### config.mk
export PLATFORM = sky130hd
export DESIGN_NAME = alu_mc
export DESIGN_NICKNAME = d
export VERILOG_FILES = /design/src/rtl/alu_pkg.sv /design/src/rtl/alu_divider.sv /design/src/rtl/alu_mc.sv
export SDC_FILE = /design/constraint.sdc
export NUM_CORES = 1
export LEC_CHECK = 0
export CORE_UTILIZATION = 53
export CTS_CLUSTER_DIAMETER = 30
export DETAILED_ROUTE_END_ITERATION = 10
export GPL_ROUTABILITY_DRIVEN = 1
export PLACE_DENSITY_LB_ADDON = 0.15
export SETUP_SLACK_MARGIN = 0.4
export SLEW_MARGIN = 15
export SYNTH_ARGS = -nofsm -noshare
export SYNTH_HDL_FRONTEND = slang
export SYNTH_SLANG_ARGS = --single-unit
### constraint.sdc
create_clock -name clk -period 3.4 [get_ports clk]
set_input_delay 0.51 -clock clk [delete_from_list [all_inputs] [get_ports clk]]
set_output_delay 0.51 -clock clk [all_outputs]
set_load 0.05 [all_outputs]
### src/rtl/alu_pkg.sv
// Shared opcode encoding and controller state type for the multi-cycle ALU.
package alu_pkg;

    localparam logic [3:0] OP_ADD  = 4'h0;
    localparam logic [3:0] OP_SUB  = 4'h1;
    localparam logic [3:0] OP_MUL  = 4'h2;
    localparam logic [3:0] OP_DIV  = 4'h3;
    localparam logic [3:0] OP_SHL  = 4'h4;
    localparam logic [3:0] OP_SHR  = 4'h5;
    localparam logic [3:0] OP_ROL  = 4'h6;
    localparam logic [3:0] OP_ROR  = 4'h7;
    localparam logic [3:0] OP_AND  = 4'h8;
    localparam logic [3:0] OP_OR   = 4'h9;
    localparam logic [3:0] OP_XOR  = 4'hA;
    localparam logic [3:0] OP_NOR  = 4'hB;
    localparam logic [3:0] OP_NAND = 4'hC;
    localparam logic [3:0] OP_XNOR = 4'hD;
    localparam logic [3:0] OP_GT   = 4'hE;
    localparam logic [3:0] OP_EQ   = 4'hF;

    typedef enum logic [1:0] {
        IDLE = 2'd0,
        BUSY = 2'd1,
        DONE = 2'd2
    } state_t;

endpackage

### src/rtl/alu_divider.sv
// Restoring divider, one quotient bit per cycle; the first bit is resolved
// on the start edge so the quotient is ready after WIDTH edges in total.
module alu_divider #(
    parameter int WIDTH = 8
) (
    input  logic             clk,
    input  logic             rst,
    input  logic             start,
    input  logic [WIDTH-1:0] dividend,
    input  logic [WIDTH-1:0] divisor,
    output logic             done,
    output logic [WIDTH-1:0] quotient
);
    localparam int CW = $clog2(WIDTH + 1);

    logic [WIDTH-1:0] rem_q, dq_q, dvs_q;
    logic [CW-1:0]    cnt_q;
    logic [WIDTH-1:0] rem_in, dq_in, dvs_in;
    logic [WIDTH-1:0] rem_nx, dq_nx;
    logic [WIDTH:0]   trial;

    always_comb begin
        rem_in = start ? '0 : rem_q;
        dq_in  = start ? dividend : dq_q;
        dvs_in = start ? divisor : dvs_q;
        trial  = {rem_in, dq_in[WIDTH-1]};
        dq_nx  = {dq_in[WIDTH-2:0], 1'b0};
        rem_nx = trial[WIDTH-1:0];
        if (trial >= {1'b0, dvs_in}) begin
            trial    = trial - {1'b0, dvs_in};
            rem_nx   = trial[WIDTH-1:0];
            dq_nx[0] = 1'b1;
        end
    end

    always_ff @(posedge clk or posedge rst) begin
        if (rst) begin
            rem_q <= '0;
            dq_q  <= '0;
            dvs_q <= '0;
            cnt_q <= '0;
            done  <= 1'b0;
        end else if (start) begin
            rem_q <= rem_nx;
            dq_q  <= dq_nx;
            dvs_q <= divisor;
            cnt_q <= CW'(WIDTH - 1);
            done  <= 1'b0;
        end else if (cnt_q != '0) begin
            rem_q <= rem_nx;
            dq_q  <= dq_nx;
            cnt_q <= cnt_q - 1'b1;
            done  <= (cnt_q == CW'(1));
        end else begin
            done  <= 1'b0;
        end
    end

    assign quotient = dq_q;

endmodule

### src/rtl/alu_mc.sv
// Handshaked multi-cycle ALU: combinational op mux and flags, registered
// result, iterative divide.
//   state | meaning
//   IDLE  | no result held, ready for an operation
//   BUSY  | divider iterating, inputs ignored
//   DONE  | result/flags held until the consumer takes them
module alu_mc
    import alu_pkg::*;
#(
    parameter int WIDTH = 8
) (
    input  logic             clk,
    input  logic             rst,
    input  logic             in_valid,
    output logic             in_ready,
    input  logic [WIDTH-1:0] a,
    input  logic [WIDTH-1:0] b,
    input  logic [3:0]       alu_sel,
    output logic             out_valid,
    input  logic             out_ready,
    output logic [WIDTH-1:0] result,
    output logic             carry,
    output logic             zero,
    output logic             ovf,
    output logic             div_by_zero
);
    localparam int M = WIDTH - 1;

    state_t             state_q, state_nx;
    logic               accept, is_div_nz, div_done;
    logic [WIDTH-1:0]   quotient;
    logic [WIDTH:0]     sum, diff;
    logic [2*WIDTH-1:0] prod;
    logic [WIDTH-1:0]   res_c;
    logic               carry_c, ovf_c, dbz_c;

    assign in_ready  = (state_q == IDLE) | ((state_q == DONE) & out_ready);
    assign out_valid = (state_q == DONE);
    assign accept    = in_valid & in_ready;
    assign is_div_nz = (alu_sel == OP_DIV) && (b != '0);

    always_comb begin
        sum     = {1'b0, a} + {1'b0, b};
        diff    = {1'b0, a} - {1'b0, b};
        prod    = {{WIDTH{1'b0}}, a} * {{WIDTH{1'b0}}, b};
        res_c   = '0;
        carry_c = 1'b0;
        ovf_c   = 1'b0;
        dbz_c   = 1'b0;
        case (alu_sel)
            OP_ADD: begin
                res_c   = sum[WIDTH-1:0];
                carry_c = sum[WIDTH];
                ovf_c   = (a[M] == b[M]) && (res_c[M] != a[M]);
            end
            OP_SUB: begin
                res_c   = diff[WIDTH-1:0];
                carry_c = diff[WIDTH];
                ovf_c   = (a[M] != b[M]) && (res_c[M] != a[M]);
            end
            OP_MUL: begin
                res_c   = prod[WIDTH-1:0];
                carry_c = |prod[2*WIDTH-1:WIDTH];
            end
            // Nonzero divisors take the quotient from the divider instead.
            OP_DIV: begin
                res_c = '1;
                dbz_c = (b == '0);
            end
            OP_SHL: begin
                res_c   = {a[M-1:0], 1'b0};
                carry_c = a[M];
            end
            OP_SHR: begin
                res_c   = {1'b0, a[M:1]};
                carry_c = a[0];
            end
            OP_ROL:  res_c = {a[M-1:0], a[M]};
            OP_ROR:  res_c = {a[0], a[M:1]};
            OP_AND:  res_c = a & b;
            OP_OR:   res_c = a | b;
            OP_XOR:  res_c = a ^ b;
            OP_NOR:  res_c = ~(a | b);
            OP_NAND: res_c = ~(a & b);
            OP_XNOR: res_c = ~(a ^ b);
            OP_GT:   res_c = WIDTH'(a > b);
            OP_EQ:   res_c = WIDTH'(a == b);
            default: res_c = '0;
        endcase
    end

    always_comb begin
        state_nx = state_q;
        case (state_q)
            IDLE:    state_nx = IDLE;
            BUSY:    if (div_done) state_nx = DONE;
            DONE:    if (out_ready) state_nx = IDLE;
            default: state_nx = IDLE;
        endcase
        if (accept) state_nx = is_div_nz ? BUSY : DONE;
    end

    always_ff @(posedge clk or posedge rst) begin
        if (rst) state_q <= IDLE;
        else     state_q <= state_nx;
    end

    always_ff @(posedge clk or posedge rst) begin
        if (rst) begin
            result      <= '0;
            carry       <= 1'b0;
            zero        <= 1'b0;
            ovf         <= 1'b0;
            div_by_zero <= 1'b0;
        end else if (accept && !is_div_nz) begin
            result      <= res_c;
            carry       <= carry_c;
            zero        <= (res_c == '0);
            ovf         <= ovf_c;
            div_by_zero <= dbz_c;
        end else if ((state_q == BUSY) && div_done) begin
            result      <= quotient;
            carry       <= 1'b0;
            zero        <= (quotient == '0);
            ovf         <= 1'b0;
            div_by_zero <= 1'b0;
        end
    end

    alu_divider #(.WIDTH(WIDTH)) u_div (
        .clk      (clk),
        .rst      (rst),
        .start    (accept & is_div_nz),
        .dividend (a),
        .divisor  (b),
        .done     (div_done),
        .quotient (quotient)
    );

endmodule

---- Word level (Yosys, flattened, before mapping) ----
Cells that the tools add are included.
storage, ports and cells
  bits in registers ....................... 43
  bits of input ports ..................... 24
  output and inout bits ................... 14
  logic and storage cells ................. 100
cells by class
  add/sub/neg operators ................... 4
  multipliers ............................. 1
  order comparisons ....................... 2
  equal/unequal tests ..................... 25
  multiplexer cells ....................... 30
  bitwise operators ....................... 10
  reduce and logical (&&, ||, !) cells .... 17
operators with widths
  operator              count
  $pmux W8 S16          1
  $mux W8               10
  $eq A4 B4 Y1 const B  8
  $logic_not A8 Y1      3
  $not A8 Y8            3
  $eq A4 B3 Y1 const B  4
  $mul A8 B8 Y16        1
  $mux W1               10
  $add A8 B8 Y9         1
  $ge A9 B8 Y1          1
  $sub A8 B8 Y9         1
  $and A8 B8 Y8         1
  $eq A4 B1 Y1 const B  2
  $eq A4 B2 Y1 const B  2
  $eq A8 B8 Y1          1
  $gt A8 B8 Y1          1
  $mux W2               4
  $mux W4               2
  $or A8 B8 Y8          1
  $reduce_bool A8 Y1    1
  $reduce_or A8 Y1      1
  $sub A8 B8 Y8         1
  $xor A8 B8 Y8         1
  $logic_and A1 B1 Y1   5
  other kinds (18)      23

---- Longest topological paths before layout ----
Gate-level depths: netlist of the first run.
  word-level depth ........................ 10
  mapped depth ............................ 18

---- Cells and area by module ----
From an unflattened synthesis of the first run, not the netlist that was laid out.
second synthesis, totals
  cell total of the unflattened synthesis .. 775
  area, all modules ....................... 6,364.9 µm²
by module, submodules not included
  module       times used  cells an instance  area each (µm²)
  alu_mc       1           606                4,654.5
  alu_divider  1           169                1,710.4

---- Worst setup path after synthesis of the first run ----
OpenSTA, ideal clock, no wires.
  path type ............................... input to register
  start ................................... input port a[3]
  end ..................................... register carry
  arrival time ............................ 4,894 ps
  data required time ...................... 3,260 ps
  path slack .............................. -1,634 ps
  stages on the path ...................... 15
  buffers on the path ..................... 1
  path through ............................ clkbuf_1 -> nand2_1 -> fa_1 -> fa_1 -> fa_1 -> fa_1 -> inv_1 -> ha_1 -> a21o_1 -> a211oi_2 -> a21oi_1 -> or4_1 -> a221o_1 -> o41ai_1 -> o211ai_1
on the way
  cells in the longest elaborated chain, start to end .. 4
ends and longest elaborated chain
  item                  line           text
  start, declared       alu_mc.sv:16   input logic [WIDTH-1:0] a,
  $mul A8 B8 Y16        alu_mc.sv:45   prod = {{WIDTH{1'b0}}, a} * {{WIDTH{1'b0}}, b};
  $reduce_or A8 Y1      alu_mc.sv:63   carry_c = |prod[2*WIDTH-1:WIDTH];
  $pmux W1 S5 (*)       alu_mc.sv:50   case (alu_sel)
  $mux W1 (*)           alu_mc.sv:115  end else if (accept && !is_div_nz) begin
  end signal, assigned  alu_mc.sv:117  carry <= carry_c;
  end, declared         alu_mc.sv:22   output logic carry,
Every way passes the cells marked *; elsewhere a longest branch is shown, timed or not.
A chain may end at the register's enable or synchronous reset.

---- Final worst setup path of the first run ----
  start ................................... input port a[2]
  end ..................................... register carry
The elaborated chain is that of the path after synthesis.

==> impl_results.md, run 1 <==
* Outcome: complete, but fails checks
* Failing checks: setup timing
* Largest net degree at the start of global routing at 43
* Post-DP HPWL at 16400 um
* CP Capture Type: register
* Fmax at 0.210 GHz
* Hold Path Stages at 2
* Worst slew pin tran at 0.854 ns
* Fin. max-slew vios at 0
* Overflow after GRT at 0
* Gr usage total at 38.0%
* Core area at about 11000 um2
* Syn_nets at 919
* Crit path to: carry
* Skew final at between 0.002 and 0.003 ns
* Number of global-route vias before repair at slightly below 7000
* Final Hold Fails at 0
* Cell area after synthesis at 6220 um2
* Worst flop-to-flop path startpoint: state_q[0]
* RSZ-0062 raised after global routing: yes
* Die ar. at 12200 um2
* Synth async-reset ratio at 100%
* Site row count at 39
* CP startpoint: a[2]
* Nets at 1119
* Max Cap Viol at 0
* Vias per cell at a little over 6
* Cell Pwr Density at 618 nW/um2
* First-pass GRT wire length at between 30000 and 40000 um
* Hold Crit Class: register to register
* Maximum VDD drop at between 0.0008 and 0.0009 V
* Final WS setup at -1.35 ns
* Max FO, Critical Path at 5
* Clock-pin slew on the worst setup and hold paths at 0.07 ns
* Seq/Total Area, Yosys at 17.3%
* Antenna-violating nets left at 0
* Htree depth at 2
* Vias at 6996
* Initial Util at a little over half
* N_diodes at 0
* Iter 0 DRT Violations at 624
* TritonCTS clock tree: done
* CTS Root Cell: clkbuf_16
* Worst slack, placed at -2.22 ns
* Chip height at 110 um
* Io pins at 38
* Register Area at 1080 um2
* Fillers at 707
* Drt pass-1 iters at 6
* WL/cell at 20.5 um
* Setup CP Type: input port to register
* Slew HR at 42.7%
* Fin crit period at 4.75 ns
* Synth Warn # at 0
* EDFF count, synth at 0
* Die X at 110 um
* CTS max path bufs at 2
* Layout cell share with drive strength beyond 1 at 37.0%
* #FFs+latches synth at 43
* Syn_area_per_cell at ~7.9 um2
* Initial antenna violation count at 0
* Yosys cell types at between 70 and 80
* Final Instance Count excl. Fillers at 1130
* R2R cell count at 14
* Residual DRC at 0
* Worst path arrival time at approximately 4.9 ns
* WP data required at 3.56 ns
* Clock sinks at 43
* CTS Buf Count at 5
* Worst skew pair latency at 0.30 ns
* Setup-failing EPs final at 15
* Commonest non-fill, non-tap cell in the layout: buf_4
* Reg2reg setup slack at 0.38 ns
* Area taken by multi-input logic gates at 5390 um2
* Post-Place Cells at 1098
* Power Total at between 5 and 6 mW
* Period utilisation layout at 140%
* Syn-to-layout area delta at 47.2%
* Gpl congestion at just under 1
* Primary FF master, synth: dfrtp_1
* Cells after Synth at 786
* CP Launch Type: input port
* RR Endpoint: u_div.rem_q[5]
* IO buf count at 37
* Post-Route WL at 23100 um
* P_leak at 4.27 nW
* Commonest non-fill, non-tap cells in the layout: buf_4, nor2_1, inv_1, nand2_1, ha_1
[routing by layer]
layer	GRT usage (%)	share of wire (%)	wire length [um]	up-vias
li1	-	-	-	3135
met1	46.8	40	9160	3421
met2	63.5	48	11100	350
met3	8.47	8.1	1880	90
met4	16.4	4.4	1010	0
met5	0	0	0	-
[cell type report]
class                      count  area share (%)
clock buffer                   5            1.37
multi-input combinational    604            58.8
timing repair buffer         226            21.2
tap                          143            1.95
inverter                     106            4.65
sequential                    43            11.8
clock inverter                 3           0.260
[metrics by stage]
stage	area (um2)	setup TNS [ns]	hold WS (ns)	utilization (%)
floorplan	6530	-2.07	0.440	-
global placement	8100	-19.61	0.466	71.0
detailed placement	8100	-21.09	0.466	71.0
CTS	8810	-5.34	0.492	77.2
global route	9160	-7.92	0.537	80.2
finish	9160	-6.47	0.503	80.2
[kinds of logic (layout without fill, tap and decap cells)]
family	after synthesis	after routing	share of synthesized area, %
simple gates	271	271	20.9
compound gates	190	190	20.5
buf+inv	139	340	9.15
fa+ha+maj	109	109	26.6
flops	43	43	17.3
mux	21	21	3.70
xor+xnor	13	13	1.83
[state kept, by name, indices dropped and copies added, names as in the netlist]
register,count
ovf,1
u_div.done,1
carry,1
u_div.quotient,8
result,8
u_div.dvs_q,8
u_div.rem_q,8
state_q,2
zero,1
u_div.cnt_q,4
div_by_zero,1
[power by group]
part	switching [mW]	total [mW]	internal (mW)	leakage [nW]
registers	0.164	0.860	0.697	0.514
logic	2.17	4.29	2.12	3.69
clock network	0.229	0.504	0.275	0.0664
[cells in the mapped netlist (9+ instances only)]
cell type	n	area (um2)
nor2b_1	9	56.3
dfrtp_1	43	1080
nand3_1	21	105
a21oi_1	49	245
nand2_1	72	270
clkbuf_1	13	48.8
o21ai_0	34	170
buf_2	14	70.1
and3_1	9	56.3
fa_1	39	781
nor2_1	91	342
mux2i_1	14	140
ha_1	70	876
inv_1	101	379
a31oi_1	11	68.8
nor3_1	11	55.1
[how the worst min path moves through the flow]
stage / start / endpoint
6_report: u_div.dvs_q[3] / u_div.dvs_q[3]
5_1_grt: u_div.dvs_q[3] / u_div.dvs_q[3]
4_1_cts: u_div.dvs_q[3] / u_div.dvs_q[3]
3_5_place_dp: u_div.dvs_q[4] / u_div.dvs_q[4]
3_3_place_gp: u_div.dvs_q[5] / u_div.dvs_q[5]
2_1_floorplan: u_div.dvs_q[2] / u_div.dvs_q[2]
[critical path, stage by stage]
cell      delay [ns]
buf_6           0.07
buf_8           0.11
buf_6           0.11
buf_6           0.11
ha_4            0.13
inv_2           0.04
fa_2            0.38
inv_2           0.06
fa_1            0.42
ha_1            0.29
inv_1           0.04
fa_1            0.48
inv_2           0.05
ha_4            0.23
a21o_1          0.22
nand4_1         0.16
a21oi_2         0.09
or4_1           0.52
a221o_1         0.34
o41ai_4         0.39
o211ai_1        0.15
[timing repair]
item | in CTS | in global routing
gates cloned | 1 | 0
hold buffers | 0 | 0
pin swaps | 57 | 46
setup endpoints to repair | 19 | 17
setup buffers | 15 | 8
resized for setup | 173 | 70
No activity file was read; power rests on OpenSTA's default activity.
==> run 2, diff against run 1 <==
--- a/config.mk
+++ b/config.mk
@@ -5,10 +5,12 @@
 export SDC_FILE = /design/constraint.sdc
 export NUM_CORES = 1
 export LEC_CHECK = 0
+export CORE_MARGIN = 5
 export CORE_UTILIZATION = 53
 export CTS_CLUSTER_DIAMETER = 30
 export DETAILED_ROUTE_END_ITERATION = 10
 export GPL_ROUTABILITY_DRIVEN = 1
+export MAX_ROUTING_LAYER = met4
 export PLACE_DENSITY_LB_ADDON = 0.15
 export SETUP_SLACK_MARGIN = 0.4
 export SLEW_MARGIN = 15
==> impl_results.md, run 2 (same netlist as run 1, synthesis figures left out) <==
* Nets at 1105 (was 1119)
* Largest net degree at the start of global routing at 43 (unchanged)
* Vias per cell at 6.07 (was 6.19)
* Post-DP HPWL at 16900 um (was 16400 um)
* Psw at 2.33 mW (was 2.56 mW)
* Worst slew pin tran at 0.613 ns (was 0.854 ns)
* Largest stage delay on the critical path at 0.55 ns (was 0.52 ns)
* Vias at 6777 (was 6996)
* Failing checks: setup timing (unchanged)
* CTS max path bufs at 2 (unchanged)
* Iter 0 DRT Violations at 588 (was 624)
* Fin crit period at 4.52 ns (was 4.75 ns)
* N_diodes at 0 (unchanged)
* Post-Route WL at 22200 um (was 23100 um)
* Drt pass-1 iters at 6 (unchanged)
* Crit-path slowest cell: fa_1 (was or4_1)
* Commonest non-fill, non-tap cell in the layout: buf_4 (unchanged)
* CP Launch Type: input port (unchanged)
* Gr usage total at 32.2% (was 38.0%)
* Die X at 118 um (was 110 um)
* Power Total at 5.21 mW (was 5.66 mW)
* Hold Slack at 0.477 ns (was 0.503 ns)
* Syn-to-layout area delta at 45.2% (was 47.2%)
* Seq pwr share at 16.2% (was 15.2%)
* Residual DRC at 0 (unchanged)
* Comb pwr share at 74.8% (was 75.9%)
* CTS Root Cell: clkbuf_16 (unchanged)
* First-pass GRT wire length at 35800 um (was 34800 um)
* Post-Place Cells at 1081 (was 1098)
* RSZ-0062 raised after global routing: yes (unchanged)
* IO buf count at 37 (unchanged)
* Hold Crit Class: register to register (unchanged)
* Layout cell share with drive strength beyond 1 at 34.9% (was 37.0%)
* Initial Util at 54.2% (was 54.5%)
* Die ar. at 14000 um2 (was 12200 um2)
* WL/cell at 19.9 um (was 20.5 um)
* Clock sinks at 43 (unchanged)
* Site row count at 39 (unchanged)
* Number of global-route vias before repair at 6879 (was 6929)
* WP buf/inv at 2 (was 8)
* Clock power frac at 9.0% (was 8.9%)
* Maximum VDD drop at 0.000677 V (was 0.000837 V)
* Max FO, Critical Path at 3 (was 5)
* Fillers at 784 (was 707)
* Clock-pin slew on the worst setup and hold paths at 0.06 ns (was 0.07 ns)
* Register Area at 1080 um2 (unchanged)
* Final core utilization at 78.8% (was 80.2%)
* WP data required at 3.55 ns (was 3.56 ns)
* Initial antenna violation count at 0 (unchanged)
* Gpl congestion at 1.01 (was 0.985)
* Slew HR at 59.1% (was 42.7%)
* Fin. max-slew vios at 0 (unchanged)
* Io pins at 38 (unchanged)
* Skew final at 0.00297 ns (was 0.00278 ns)
* Cell Pwr Density at 577 nW/um2 (was 618 nW/um2)
* CP Capture Type: register (unchanged)
* TritonCTS clock tree: done (unchanged)
* Final Hold Fails at 0 (unchanged)
* Critical-path cell list: clkdlybuf4s15_1, nand2_1, fa_1, fa_1, fa_1, inv_1, fa_1, ha_4, or2_2, a211o_1, a21o_1, a221o_1, o41ai_2, o211ai_1 (was buf_6, buf_8, buf_6, buf_6, ha_4, inv_2, fa_2, inv_2, fa_1, ha_1, inv_1, fa_1, inv_2, ha_4, a21o_1, nand4_1, a21oi_2, or4_1, a221o_1, o41ai_4, o211ai_1)
* Worst skew pair latency at 0.29 ns (was 0.30 ns)
* Core area at 11500 um2 (was 11400 um2)
* Cell repeated most along the worst path: fa_1
* Antenna-violating nets left at 0 (unchanged)
* Max Cap Viol at 0 (unchanged)
* Overflow after GRT at 0 (unchanged)
* Commonest non-fill, non-tap cells in the layout: buf_4, inv_1, nor2_1, nand2_1, ha_1 (was buf_4, nor2_1, inv_1, nand2_1, ha_1)
* CP top delay family: adder cells (unchanged)
* Chip height at 118 um (was 110 um)
* Final Instance Count excl. Fillers at 1116 (was 1130)
* Htree depth at 2 (unchanged)
* Fmax at 0.221 GHz (was 0.210 GHz)
* Period utilisation layout at 133% (was 140%)
* P_int at 2.88 mW (was 3.10 mW)
* Final WS setup at -1.12 ns (was -1.35 ns)
* CTS Buf Count at 5 (unchanged)
* Setup-failing EPs final at 16 (was 15)
* Sw Ratio at 44.8% (was 45.3%)
* Outcome: complete, but fails checks (unchanged)
* Setup CP Type: input port to register (unchanged)
* P_leak at 4.20 nW (was 4.27 nW)
* Area taken by multi-input logic gates at 5340 um2 (was 5390 um2)
* Worst path arrival time at 4.68 ns (was 4.91 ns)
[run 2: cell count changes in the layout (fill, tap and decap cells not counted), sizes merged]
| cell | previous run | this run |
|---|---|---|
| clkdlybuf4s15 | 3 | 4 |
| clkbuf | 5 | 6 |
| clkdlybuf4s50 | 21 | 18 |
| clkinvlp | 3 | 2 |
| dlygate4sd2 | 0 | 3 |
| buf | 202 | 187 |
[run 2: area by class of cell]
class | instances | area share (%)
sequential | 43 | 11.9
multi-input combinational | 604 | 59.1
inverter | 106 | 4.78
clock inverter | 2 | 0.138
clock buffer | 6 | 1.43
tap | 143 | 1.98
timing repair buffer | 212 | 20.7
[run 2: worst min-delay path, delay by kind of cell (launching register included)]
kind / cells / cell delay (ns)
flops: 1 / 0.32
compound gates: 1 / 0.08
buf+inv: 1 / 0.05
[run 2: path summary, 6_finish.rpt]
check	slack [ns]	startpoint	depth (start not counted)	end
max in group asynchronous	2.13	rst	3	u_div.quotient[7]
setup / recovery	-1.12	a[7]	14	carry
setup reg to reg	0.58	state_q[0]	15	u_div.rem_q[3]
min in group asynchronous	0.62	rst	2	result[0]
hold / removal	0.48	u_div.dvs_q[7]	2	u_div.dvs_q[7]
hold reg to reg	0.48	u_div.dvs_q[7]	2	u_div.dvs_q[7]
[run 2: per-layer routing]
metal  up-vias  part of all wire [%]  GRT usage [%]  wire, um
li1       3105                     -              -         -
met1      3311                    42           41.5      9260
met2       287                    48           52.0     10600
met3        74                   7.0           4.82      1570
met4         0                   3.8           10.8       843
met5         -                     0              -         0
[run 2: per-stage QoR]
stage | worst slack, ns | cell area [um2] | setup TNS [ns]
6_report | -1.12 | 9030 | -5.82
4_1_cts | -1.07 | 8750 | -5.61
3_3_place_gp | -1.95 | 7990 | -18.08
2_1_floorplan | -1.17 | 6530 | -2.07
3_5_place_dp | -1.99 | 7990 | -19.05
5_1_grt | -1.25 | 9030 | -7.54
[run 2: repair_timing]
item	in CTS	in global routing
gates cloned	2	1
buffers inserted	20	4
setup endpoints to repair	19	17
gates resized for setup	182	58
pin swaps	49	39
hold buffers	0	0
[run 2: power groups by stage]
stage	sequential, mW	combinational, mW	clock, mW
2_1_floorplan	0.891	1.98	0
5_1_grt	0.865	4.22	0.499
3_3_place_gp	0.823	3.10	0
6_report	0.843	3.89	0.471
3_5_place_dp	0.834	3.20	0
4_1_cts	0.830	3.55	0.477
==> run 3, diff against run 2 <==
--- a/config.mk
+++ b/config.mk
@@ -12,6 +12,7 @@
 export GPL_ROUTABILITY_DRIVEN = 1
 export MAX_ROUTING_LAYER = met4
 export PLACE_DENSITY_LB_ADDON = 0.15
+export REMOVE_ABC_BUFFERS = 1
 export SETUP_SLACK_MARGIN = 0.4
 export SLEW_MARGIN = 15
 export SYNTH_ARGS = -nofsm -noshare
==> impl_results.md, run 3 (same netlist as run 1, synthesis figures left out) <==
* Vias per cell at 6.18 (was 6.07)
* Outcome: complete, but fails checks (unchanged)
* Iter 0 DRT Violations at 871 (was 588)
* Chip height at 118 um (unchanged)
* Clock sinks at 43 (unchanged)
* Number of global-route vias before repair at 7031 (was 6879)
* Final Hold Fails at 0 (unchanged)
* Post-Route WL at 23300 um (was 22200 um)
* Gr usage total at 33.0% (was 32.2%)
* Setup-failing EPs final at 7 (was 16)
* CP Launch Type: input port (unchanged)
* Final WS setup at -1.21 ns (was -1.12 ns)
* Nets at 1122 (was 1105)
* Residual DRC at 0 (unchanged)
* Sw Ratio at 43.9% (was 44.8%)
* Initial Util at 54.2% (unchanged)
* Antenna-violating nets left at 0 (unchanged)
* Skew final at 0.00360 ns (was 0.00297 ns)
* Psw at 2.40 mW (was 2.33 mW)
* Commonest non-fill, non-tap cell in the layout: buf_4 (unchanged)
* Htree depth at 2 (unchanged)
* Drt pass-1 iters at 9 (was 6)
* Clock-pin slew on the worst setup and hold paths at 0.06 ns (about the same)
* Post-route cell area at 9270 um2 (was 9030 um2)
* CTS max path bufs at 2 (unchanged)
* Post-Place Cells at 1089 (was 1081)
* Worst skew pair latency at 0.29 ns (about the same)
* Fmax at 0.217 GHz (was 0.221 GHz)
* Final Instance Count excl. Fillers at 1133 (was 1116)
* Fin. max-slew vios at 0 (unchanged)
* Initial antenna violation count at 0 (unchanged)
* IO buf count at 37 (unchanged)
* WP data required at 3.55 ns (about the same)
* Io pins at 38 (unchanged)
* Period utilisation layout at 136% (was 133%)
* Post-placement cell area at 7790 um2 (was 7990 um2)
* Die ar. at 14000 um2 (unchanged)
* CTS Buf Count at 5 (unchanged)
* Fillers at 707 (was 784)
* Comb pwr share at 74.1% (was 74.8%)
* Fin crit period at 4.61 ns (was 4.52 ns)
* Site row count at 39 (unchanged)
* Largest net degree at the start of global routing at 43 (unchanged)
* Failing checks: setup timing (unchanged)
* P_int at 3.07 mW (was 2.88 mW)
* Clock power frac at 10.3% (was 9.0%)
* Maximum VDD drop at 0.000887 V (was 0.000677 V)
* Core area at 11500 um2 (unchanged)
* Overflow after GRT at 0 (unchanged)
* Die X at 118 um (unchanged)
* Post-DP HPWL at 16600 um (was 16900 um)
* Slew HR at 32.9% (was 59.1%)
* Max FO, Critical Path at 4 (was 3)
* RSZ-0062 raised after global routing: yes (unchanged)
* P_leak at 4.31 nW (was 4.20 nW)
* Area taken by multi-input logic gates at 5390 um2 (was 5340 um2)
* Gpl congestion at 1.05 (was 1.01)
* Seq pwr share at 15.6% (was 16.2%)
* Max Cap Viol at 0 (unchanged)
* Setup CP Type: input port to register (unchanged)
* Hold Crit Class: register to register (unchanged)
* Reg2reg setup slack at 0.25 ns (was 0.58 ns)
* Vias at 7003 (was 6777)
* CP Capture Type: register (unchanged)
* Layout cell share with drive strength beyond 1 at 38.6% (was 34.9%)
* Cell Pwr Density at 590 nW/um2 (was 577 nW/um2)
* Worst slew pin tran at 1.00 ns (was 0.613 ns)
* CTS Root Cell: clkbuf_16 (unchanged)
* First-pass GRT wire length at 36500 um (was 35800 um)
* Syn-to-layout area delta at 49.1% (was 45.2%)
* N_diodes at 0 (unchanged)
* Commonest non-fill, non-tap cells in the layout: buf_4, inv_1, nor2_1, nand2_1, ha_1 (unchanged)
* Setup_tns at -4.67 ns (was -5.82 ns)
* TritonCTS clock tree: done (unchanged)
* WL/cell at 20.6 um (was 19.9 um)
* Worst path arrival time at 4.76 ns (was 4.68 ns)
* Register Area at 1080 um2 (unchanged)
==> run 3: changes by cell type in the layout (fill, tap and decap cells not counted), moves of 4 or more <==
cell / previous run / this run
a21oi_2: 7 / 11
buf_4: 139 / 151
buf_6: 36 / 42
buf_8: 3 / 7
ha_1: 52 / 48
inv_1: 83 / 78
inv_2: 13 / 19
nand2_2: 6 / 12
nand3_1: 15 / 19
nand3_2: 5 / 1
nor2_2: 7 / 11
==> run 3: what timing repair did <==
action,4_1_cts,5_1_grt
setup buffers,25,9
gates resized for setup,268,70
cloned,2,0
endpoints found under the setup margin,19,17
pin swaps,80,56
hold buffers,0,0
==> run 3: layout make-up <==
type	count	share of cell area (%)
clock buffer	6	1.50
clock inverter	2	0.378
inverter	106	4.49
multi-input combinational	604	58.1
sequential	43	11.6
tap	143	1.93
timing repair buffer	229	22.0
==> run 3: final timing paths <==
check	start	end	cells after the start
setup / recovery	b[3]	carry	17
hold / removal	u_div.dvs_q[2]	u_div.dvs_q[2]	2
setup reg to reg	state_q[0]	u_div.rem_q[6]	15
hold reg to reg	u_div.dvs_q[2]	u_div.dvs_q[2]	2
max in group asynchronous	rst	result[3]	3
min in group asynchronous	rst	u_div.rem_q[5]	2
==> run 3: power by group through the flow <==
| stage | Sequential, mW | Combinational, mW | Clock (mW) |
|---|---|---|---|
| after global routing | 0.868 | 4.40 | 0.593 |
| after floorplan | 0.890 | 1.75 | 0 |
| final | 0.852 | 4.06 | 0.563 |
| after global placement | 0.821 | 2.90 | 0 |
| after CTS | 0.833 | 3.60 | 0.567 |
| after detailed placement | 0.831 | 3.01 | 0 |
==> run 3: metal layers <==
layer  vias up  track usage (%)  share of wire (%)  routed length, um
li1       3145                -                  -                  -
met4         0             12.0                4.7               1090
met2       376             53.4                 47              11100
met1      3386             41.5                 40               9210
met3        96             5.83                8.3               1940
met5         -                -                  0                  0
==> run 3: worst max-delay path: stages <==
cell and delay [ns]:
buf_8 0.11, buf_6 0.12, inv_4 0.06, nor2_2 0.04
fa_1 0.54, inv_2 0.04, fa_2 0.57, fa_1 0.43
fa_1 0.50, inv_2 0.05, ha_4 0.21, a211oi_2 0.26
a21oi_1 0.11, or4_1 0.41, a221o_1 0.37, o41ai_4 0.29
o211ai_1 0.14
==> run 3: metrics by stage <==
step	hold slack, ns	total power, mW	worst slack (ns)	utilization [%]
final	0.508	5.47	-1.21	80.9
after CTS	0.483	5.00	-1.12	77.6
after detailed placement	0.469	3.84	-2.42	67.9
after global routing	0.533	5.86	-1.30	80.9
after floorplan	0.440	2.64	-1.81	-
after global placement	0.460	3.72	-2.28	67.9
